==> config.mk <==
export PLATFORM = sky130hd
export DESIGN_NAME = dmem_line_fill
export DESIGN_NICKNAME = d
export VERILOG_FILES = /design/src/rtl/dmem_line_fill_pkg.sv /design/src/rtl/dmem_line_fill.sv
export SDC_FILE = /design/constraint.sdc
export NUM_CORES = 1
export LEC_CHECK = 0
export CAP_MARGIN = 20
export CORE_AREA = 2 2 279 281
export DETAILED_ROUTE_END_ITERATION = 6
export DIE_AREA = 0 0 281 283
export PLACE_DENSITY_LB_ADDON = 0.25
export SLEW_MARGIN = 20
export SYNTH_ARGS = -nofsm -noshare
export SYNTH_HDL_FRONTEND = slang
export SYNTH_SLANG_ARGS = --single-unit
==> constraint.sdc <==
create_clock -name clk -period 2.26 [get_ports clk]
set_input_delay 0.339 -clock clk [delete_from_list [all_inputs] [get_ports clk]]
set_output_delay 0.339 -clock clk [all_outputs]
set_load 0.05 [all_outputs]
==> src/rtl/dmem_line_fill_pkg.sv <==
// Shared line-fill configuration: line geometry, memory bus width and fill FSM encoding.
// The data cache pulls the same definitions so both sides agree on line layout.
package dmem_line_fill_pkg;

  localparam int DMEM_LINE    = 512;
  localparam int DMEM_BLK_LEN = 58;
  localparam int DMEM_BUS_W   = 64;
  localparam int DMEM_BEATS   = DMEM_LINE / DMEM_BUS_W;

  typedef enum logic [1:0] {
    S_IDLE = 2'd0,
    S_REQ  = 2'd1,
    S_BEAT = 2'd2,
    S_DONE = 2'd3
  } fill_state_e;

endpackage

==> src/rtl/dmem_line_fill.sv <==
// Data-cache line-fill engine: one burst read per miss, beats assembled in ascending
// order into a full line, returned with a one-cycle b_dv_d pulse.
module dmem_line_fill
  import dmem_line_fill_pkg::*;
#(
  parameter int BLK_LEN = DMEM_BLK_LEN,
  parameter int LINE    = DMEM_LINE,
  parameter int BUS_W   = DMEM_BUS_W
) (
  input  logic               clk,
  input  logic               rst_n,
  input  logic [BLK_LEN-1:0] b_addr_d,
  input  logic               b_rd_d,
  output logic [LINE-1:0]    b_rdata_d,
  output logic               b_dv_d,
  output logic [63:0]        m_addr,
  output logic [7:0]         m_len,
  output logic               m_req,
  input  logic               m_gnt,
  input  logic [BUS_W-1:0]   m_rdata,
  input  logic               m_rvalid,
  input  logic               m_rlast,
  output logic               busy,
  output logic               fill_err
);

  localparam int BEATS = LINE / BUS_W;
  localparam int CW    = $clog2(BEATS);
  localparam logic [CW-1:0] LAST_BEAT = CW'(BEATS - 1);

  fill_state_e        state;
  logic [BLK_LEN-1:0] addr_q;
  logic [CW-1:0]      beat_cnt;
  logic [LINE-1:0]    line_q;
  logic               last_beat;

  assign last_beat = (beat_cnt == LAST_BEAT);
  assign m_addr    = {addr_q, {(64-BLK_LEN){1'b0}}};
  assign m_len     = 8'(BEATS - 1);
  assign busy      = (state != S_IDLE);
  assign b_rdata_d = line_q;

  always_ff @(posedge clk) begin
    if (!rst_n) begin
      state    <= S_IDLE;
      addr_q   <= '0;
      beat_cnt <= '0;
      line_q   <= '0;
      m_req    <= 1'b0;
      b_dv_d   <= 1'b0;
      fill_err <= 1'b0;
    end else begin
      b_dv_d <= 1'b0;
      case (state)
        S_IDLE: if (b_rd_d) begin
          addr_q   <= b_addr_d;
          beat_cnt <= '0;
          m_req    <= 1'b1;
          state    <= S_REQ;
        end
        S_REQ: if (m_gnt) begin
          m_req <= 1'b0;
          state <= S_BEAT;
        end
        S_BEAT: if (m_rvalid) begin
          line_q[BUS_W*beat_cnt +: BUS_W] <= m_rdata;
          beat_cnt <= beat_cnt + CW'(1);
          // rlast is only cross-checked; completion is decided by the beat count
          if (m_rlast != last_beat) fill_err <= 1'b1;
          if (last_beat) begin
            b_dv_d <= 1'b1;
            state  <= S_DONE;
          end
        end
        // one dead cycle so the still-held request can't launch a duplicate fill
        S_DONE:  state <= S_IDLE;
        default: state <= S_IDLE;
      endcase
    end
  end

endmodule

# Yosys cells after proc, flatten, opt, wreduce, memory -nomap -nowiden

Cells that the tools add are included.

$add $sub $neg: 2
Muxes and demuxes: 13
Reductions and logical operators: 11
Equality and inequality tests: 9
Shift-type cells: 2

Operator list:

| operator                    | number |
|---|---|
| $bwmux W512                 | 1 |
| $shift A64 B34 Y512 const A | 1 |
| $shiftx A64 B34 Y512        | 1 |
| $neg A9 Y34                 | 1 |
| $reduce_and A3 Y1           | 4 |
| $mux W2                     | 4 |
| $ne A2 B2 Y1 const B        | 4 |
| $pmux W2 S4                 | 1 |
| $mux W3                     | 2 |
| $pmux W3 S2                 | 1 |
| $reduce_bool A2 Y1          | 3 |
| $eq A2 B2 Y1 const B        | 2 |
| $reduce_and A2 Y1           | 2 |
| $reduce_and A4 Y1           | 1 |
| $add A3 B1 Y3 const B       | 1 |
| $eq A3 B3 Y1 const B        | 1 |
| $mux W1                     | 3 |
| $eq A2 B1 Y1 const B        | 1 |
| $logic_not A2 Y1            | 1 |
| $pmux W1 S2                 | 1 |
| $ne A1 B1 Y1                | 1 |

Register bits: 578
Output and inout port bits: 588

# Logic depth before layout (Yosys ltp)

Depth in word-level cells: 4
Mapped depth: 10
Depth with buffers taken out: 7

# Worst setup path after synthesis

OpenSTA, ideal clock, no wires.

Kind: flip-flop to flip-flop
Start point: register beat_cnt[0]
End point: register line_q[458] (netlist: b_rdata_d[458])
Path slack: 0.113 ns
Data required time: 2.131 ns
Setup time: 0.129 ns
Data arrival time: 2.018 ns
Stages on the path, launching flop included: 9
Cells stage by stage: dfxtp_1 -> inv_1 -> ha_1 -> ha_1 -> clkbuf_1 -> nand2b_1 -> buf_1 -> clkbuf_1 -> o31ai_1

Longest elaborated chain between the ends: 3
Elaborated cells on any way between the ends: 4

Ends and longest elaborated chain:

| what                                                               | line                 | RTL |
|---|---|---|
| start, declared                                                    | dmem_line_fill.sv:33 | `logic [CW-1:0] beat_cnt;` |
| start signal, assigned                                             | dmem_line_fill.sv:67 | `beat_cnt <= beat_cnt + CW'(1);` |
| $neg A9 Y34 *                                                      | dmem_line_fill.sv:66 | `line_q[BUS_W*beat_cnt +: BUS_W] <= m_rdata;` |
| $shiftx A64 B34 Y512 / $shift A64 B34 Y512 (equally long branches) | dmem_line_fill.sv:66 |  |
| $bwmux W512 *                                                      | dmem_line_fill.sv:66 |  |
| end signal, assigned by index                                      | dmem_line_fill.sv:66 |  |
| end, declared                                                      | dmem_line_fill.sv:34 | `logic [LINE-1:0] line_q;` |

Every way passes the cells marked *; elsewhere a longest branch is shown, timed or not.
A chain may end at the register's enable or synchronous reset.

# Worst setup path after layout

Start point: register line_q[501] (netlist: b_rdata_d[501])
End point: output port b_rdata_d[501]

RTL lines:

| what          | line                 | RTL |
|---|---|---|
| end, declared | dmem_line_fill.sv:14 | `output logic [LINE-1:0] b_rdata_d,` |

No word-level cell between the ends.

==> key figures <==
STA
  • Max Slew Vio Count: 0
  • Tmin final: 2.20 ns
  • Worst-margin pin slew: 0.931 ns
  • Hold slack: 0.156 ns
  • Peak Freq: 455 MHz
  • Clock skew: 0.0208 ns
  • Post-route clock period utilization: 97.1%
  • Endpoints failing hold: 0
  • Slew Limit Headroom: 37.9%
  • RSZ-0062 raised after global routing: yes
  • TNS Setup: 0 ns
  • Worst setup margin: 0.0645 ns
  • Final setup violation count: 0

Global routing
  • Vias in the first global route: 19000
  • Largest net degree at the start of global routing: 129
  • Total grt overflow: 0
  • Initial antenna violation count: 5
  • Global Route Usage Sum: 21.3%
  • Global-route wire length before repair: 127 mm

Worst setup path
  • Crit path max fanout: 2
  • Top delay family on crit path: buffers and inverters
  • Critical path depth: 1
  • Max stage delay on crit path: 0.89 ns
  • Slowest cell on crit path: clkdlybuf4s50_1
  • R2r endpoint: b_rdata_d[426]$_SDFFE_PN0P_
  • Crit path capture type: primary output
  • FF-to-FF path depth: 8
  • CP cell instances: clkdlybuf4s50_1
  • Worst path arrival time: 1.86 ns
  • R2r setup slk: 0.10 ns
  • Worst Path Buf+Inv: 1
  • FF-to-FF Start: beat_cnt[1]$_SDFFE_PN0P_
  • Crit path launch: b_rdata_d[501]$_SDFFE_PN0P_
  • Req. time, crit path: 1.92 ns
  • Worst setup path endpoint: b_rdata_d[501]
  • CP Launch Type: register
  • Critical path type: register to primary output

Logic synthesis
  • FF+latch count, synth: 578
  • Most common cell in the synthesized netlist: dfxtp_1
  • Top cell type by total area after synthesis: dfxtp_1
  • Syn. warnings: 0
  • Synth cell types: 40
  • Asr flop ratio synth: 0%
  • Mapped cell area: 20500 sq um
  • Synth Flop Type: dfxtp_1
  • Syn Inst Count: 2314
  • Number of enable flip-flop cells after synthesis: 0
  • Synth top area share: 56.3%
  • Syn_area_per_cell: 8.88 sq um
  • Synth area leaders: dfxtp_1 (56%), nand3_1 (13%), o21ai_0 (7.3%)
  • Post-synthesis sequential area ratio: 56.3%
  • Top cells by count, synth: dfxtp_1 (578), nand3_1 (517), nand2_1 (339)

Placement
  • Hpwl dp: 65.6 mm
  • Placer Congestion: 0.876
  • Cell area after placement: 28600 sq um
  • Port buffer count: 701
  • Pre-CTS WS: -0.0321 ns

Detailed routing
  • Drt wl/cell: 22.5 um
  • Final ANT Viol Nets: 0
  • Initial DRC Count: 1183
  • Pre-antenna DRT Iters: 5
  • DR vias/cell: 4.88
  • Final wirelength: 90.6 mm
  • DR DRC count: 0
  • Via count: 19700

Final layout
  • Fraction of layout cells with a size suffix above 1: 7.32%
  • FILL cells: 7540
  • Area Growth Syn to Fin: 50.9%
  • Post-Layout Inst Area: 31000 sq um
  • N_diodes: 0
  • Finished Core Util: 40.4%
  • Nets: 3078
  • Footprint of the multi-input gates: 7770 sq um
  • Seq. cell area: 11600 sq um

Clock tree
  • TritonCTS buffer count: 66
  • TritonCTS clock tree: built
  • Hold_buf cts: 0
  • Worst-Skew Late Latency: 0.59 ns
  • CTS max path bufs: 3
  • CTS HTree Levels: 3
  • Clk slew on worst S/H paths: 0.06 ns
  • Clock sinks: 578
  • Root buffer cell: clkbuf_16

Floorplan
  • # IOs: 716
  • Chip Width: 281 um
  • CORE AREA: 76700 sq um
  • Core Rows: 102
  • Starting Density: 26.8%
  • Die area: 79500 sq um
  • Die H: 283 um

Worst hold path
  • Worst Hold Class: primary input to register

Pwr
  • P_leak: 0.0106 uW
  • Max IR drop VDD: 0.674 mV
  • Power per cell area: 806 nW/um^2

Job
  • Max-cap viol count: 0

Status
  • Status: finished clean
[stage by stage]
step	total power, uW	std cells
finish	25000	4032
global route	25900	4032
CTS	25200	4024
detailed placement	14300	3902
global placement	14200	3902
floorplan	12900	2326
[logic make-up after synthesis]
family | synth area share, %
fa+ha+maj | 0.609
buf+inv | 6.40
flops | 56.3
xor+xnor | 0.0426
compound gates | 16.5
simple gates | 20.0
other cells | 0.0366
mux | 0.104
[worst register-to-register path, stage by stage (launching register included)]
cell,delay (ns)
dfxtp_1,0.36
inv_1,0.10
ha_1,0.24
ha_1,0.25
and4bb_4,0.36
buf_12,0.22
buf_4,0.28
nand2_1,0.07
o21ai_0,0.19
[worst min-delay path by stage]
| stage | from | to | slack [ns] | depth (start not counted) |
|---|---|---|---|---|
| finish | rst_n | b_rdata_d[318]$_SDFFE_PN0P_ | 0.16 | 3 |
| global route | rst_n | b_rdata_d[318]$_SDFFE_PN0P_ | 0.14 | 3 |
| CTS | rst_n | b_rdata_d[318]$_SDFFE_PN0P_ | 0.12 | 3 |
| detailed placement | addr_q[8]$_SDFFE_PN0P_ | addr_q[8]$_SDFFE_PN0P_ | 0.45 | 2 |
| global placement | addr_q[8]$_SDFFE_PN0P_ | addr_q[8]$_SDFFE_PN0P_ | 0.44 | 2 |
| floorplan | b_addr_d[0] | addr_q[0]$_SDFFE_PN0P_ | 0.48 | 2 |
[routing by layer]
layer	up-vias	routed length, um	global-route usage (%)
met5	-	55	0
met4	8	3390	8.37
met3	158	7050	6.42
li1	9357	-	-
met2	724	46400	38.8
met1	9445	33700	22.7
[cells in the final DEF (no fill, tap or decap), types with 2 or more instances in the layout]
cell	synthesis	layout
a21boi_0	44	44
a21oi_1	17	17
and3b_2	0	2
buf_12	0	31
buf_4	24	58
buf_6	25	4
bufinv_16	0	3
clkbuf_1	110	16
clkbuf_16	0	72
clkbuf_8	0	11
clkdlybuf4s50_1	0	688
clkinv_2	0	11
clkinv_8	0	2
clkinvlp_4	0	5
conb_1	2	14
dfxtp_1	578	578
dlygate4sd2_1	0	4
ha_1	10	9
inv_1	7	7
inv_6	0	2
nand2_1	339	337
nand2_2	0	2
nand3_1	517	517
nand4_1	4	4
nand4b_4	0	3
nor2_1	5	5
nor2b_1	6	6
o21ai_0	299	299
o21ai_1	78	78
o31ai_1	137	136
o32ai_1	2	2
[flip-flops by register name (all words and copies together), names as in the netlist]
register   flops
addr_q        58
b_dv_d         1
b_rdata_d    512
beat_cnt       3
fill_err       1
m_req          1
state          2
[cell type report]
cell class | count | share of cell area, %
flip-flops and latches | 578 | 37.3
inverters | 8 | 0.0969
multi-input cells | 1496 | 25.1
well taps | 1040 | 4.20
clock buffers | 96 | 6.25
repair buffers | 790 | 26.3
clock inverters | 24 | 0.815
[where the power goes]
| group | leakage (uW) | switching, uW | internal (uW) |
|---|---|---|---|
| Combinational | 0.00488 | 2440 | 1090 |
| Clock | 0.00107 | 4450 | 6350 |
| Sequential | 0.00466 | 165 | 10500 |
[timing repair]
action / in CTS / in global routing
endpoints found under the hold margin: 0 / 0
pin swaps: 0 / 1
setup buffers: 2 / 2
gates resized for setup: 4 / 10
setup endpoints to repair: 5 / 134
gates cloned: 0 / 6
(Power assumes the default switching activity.)
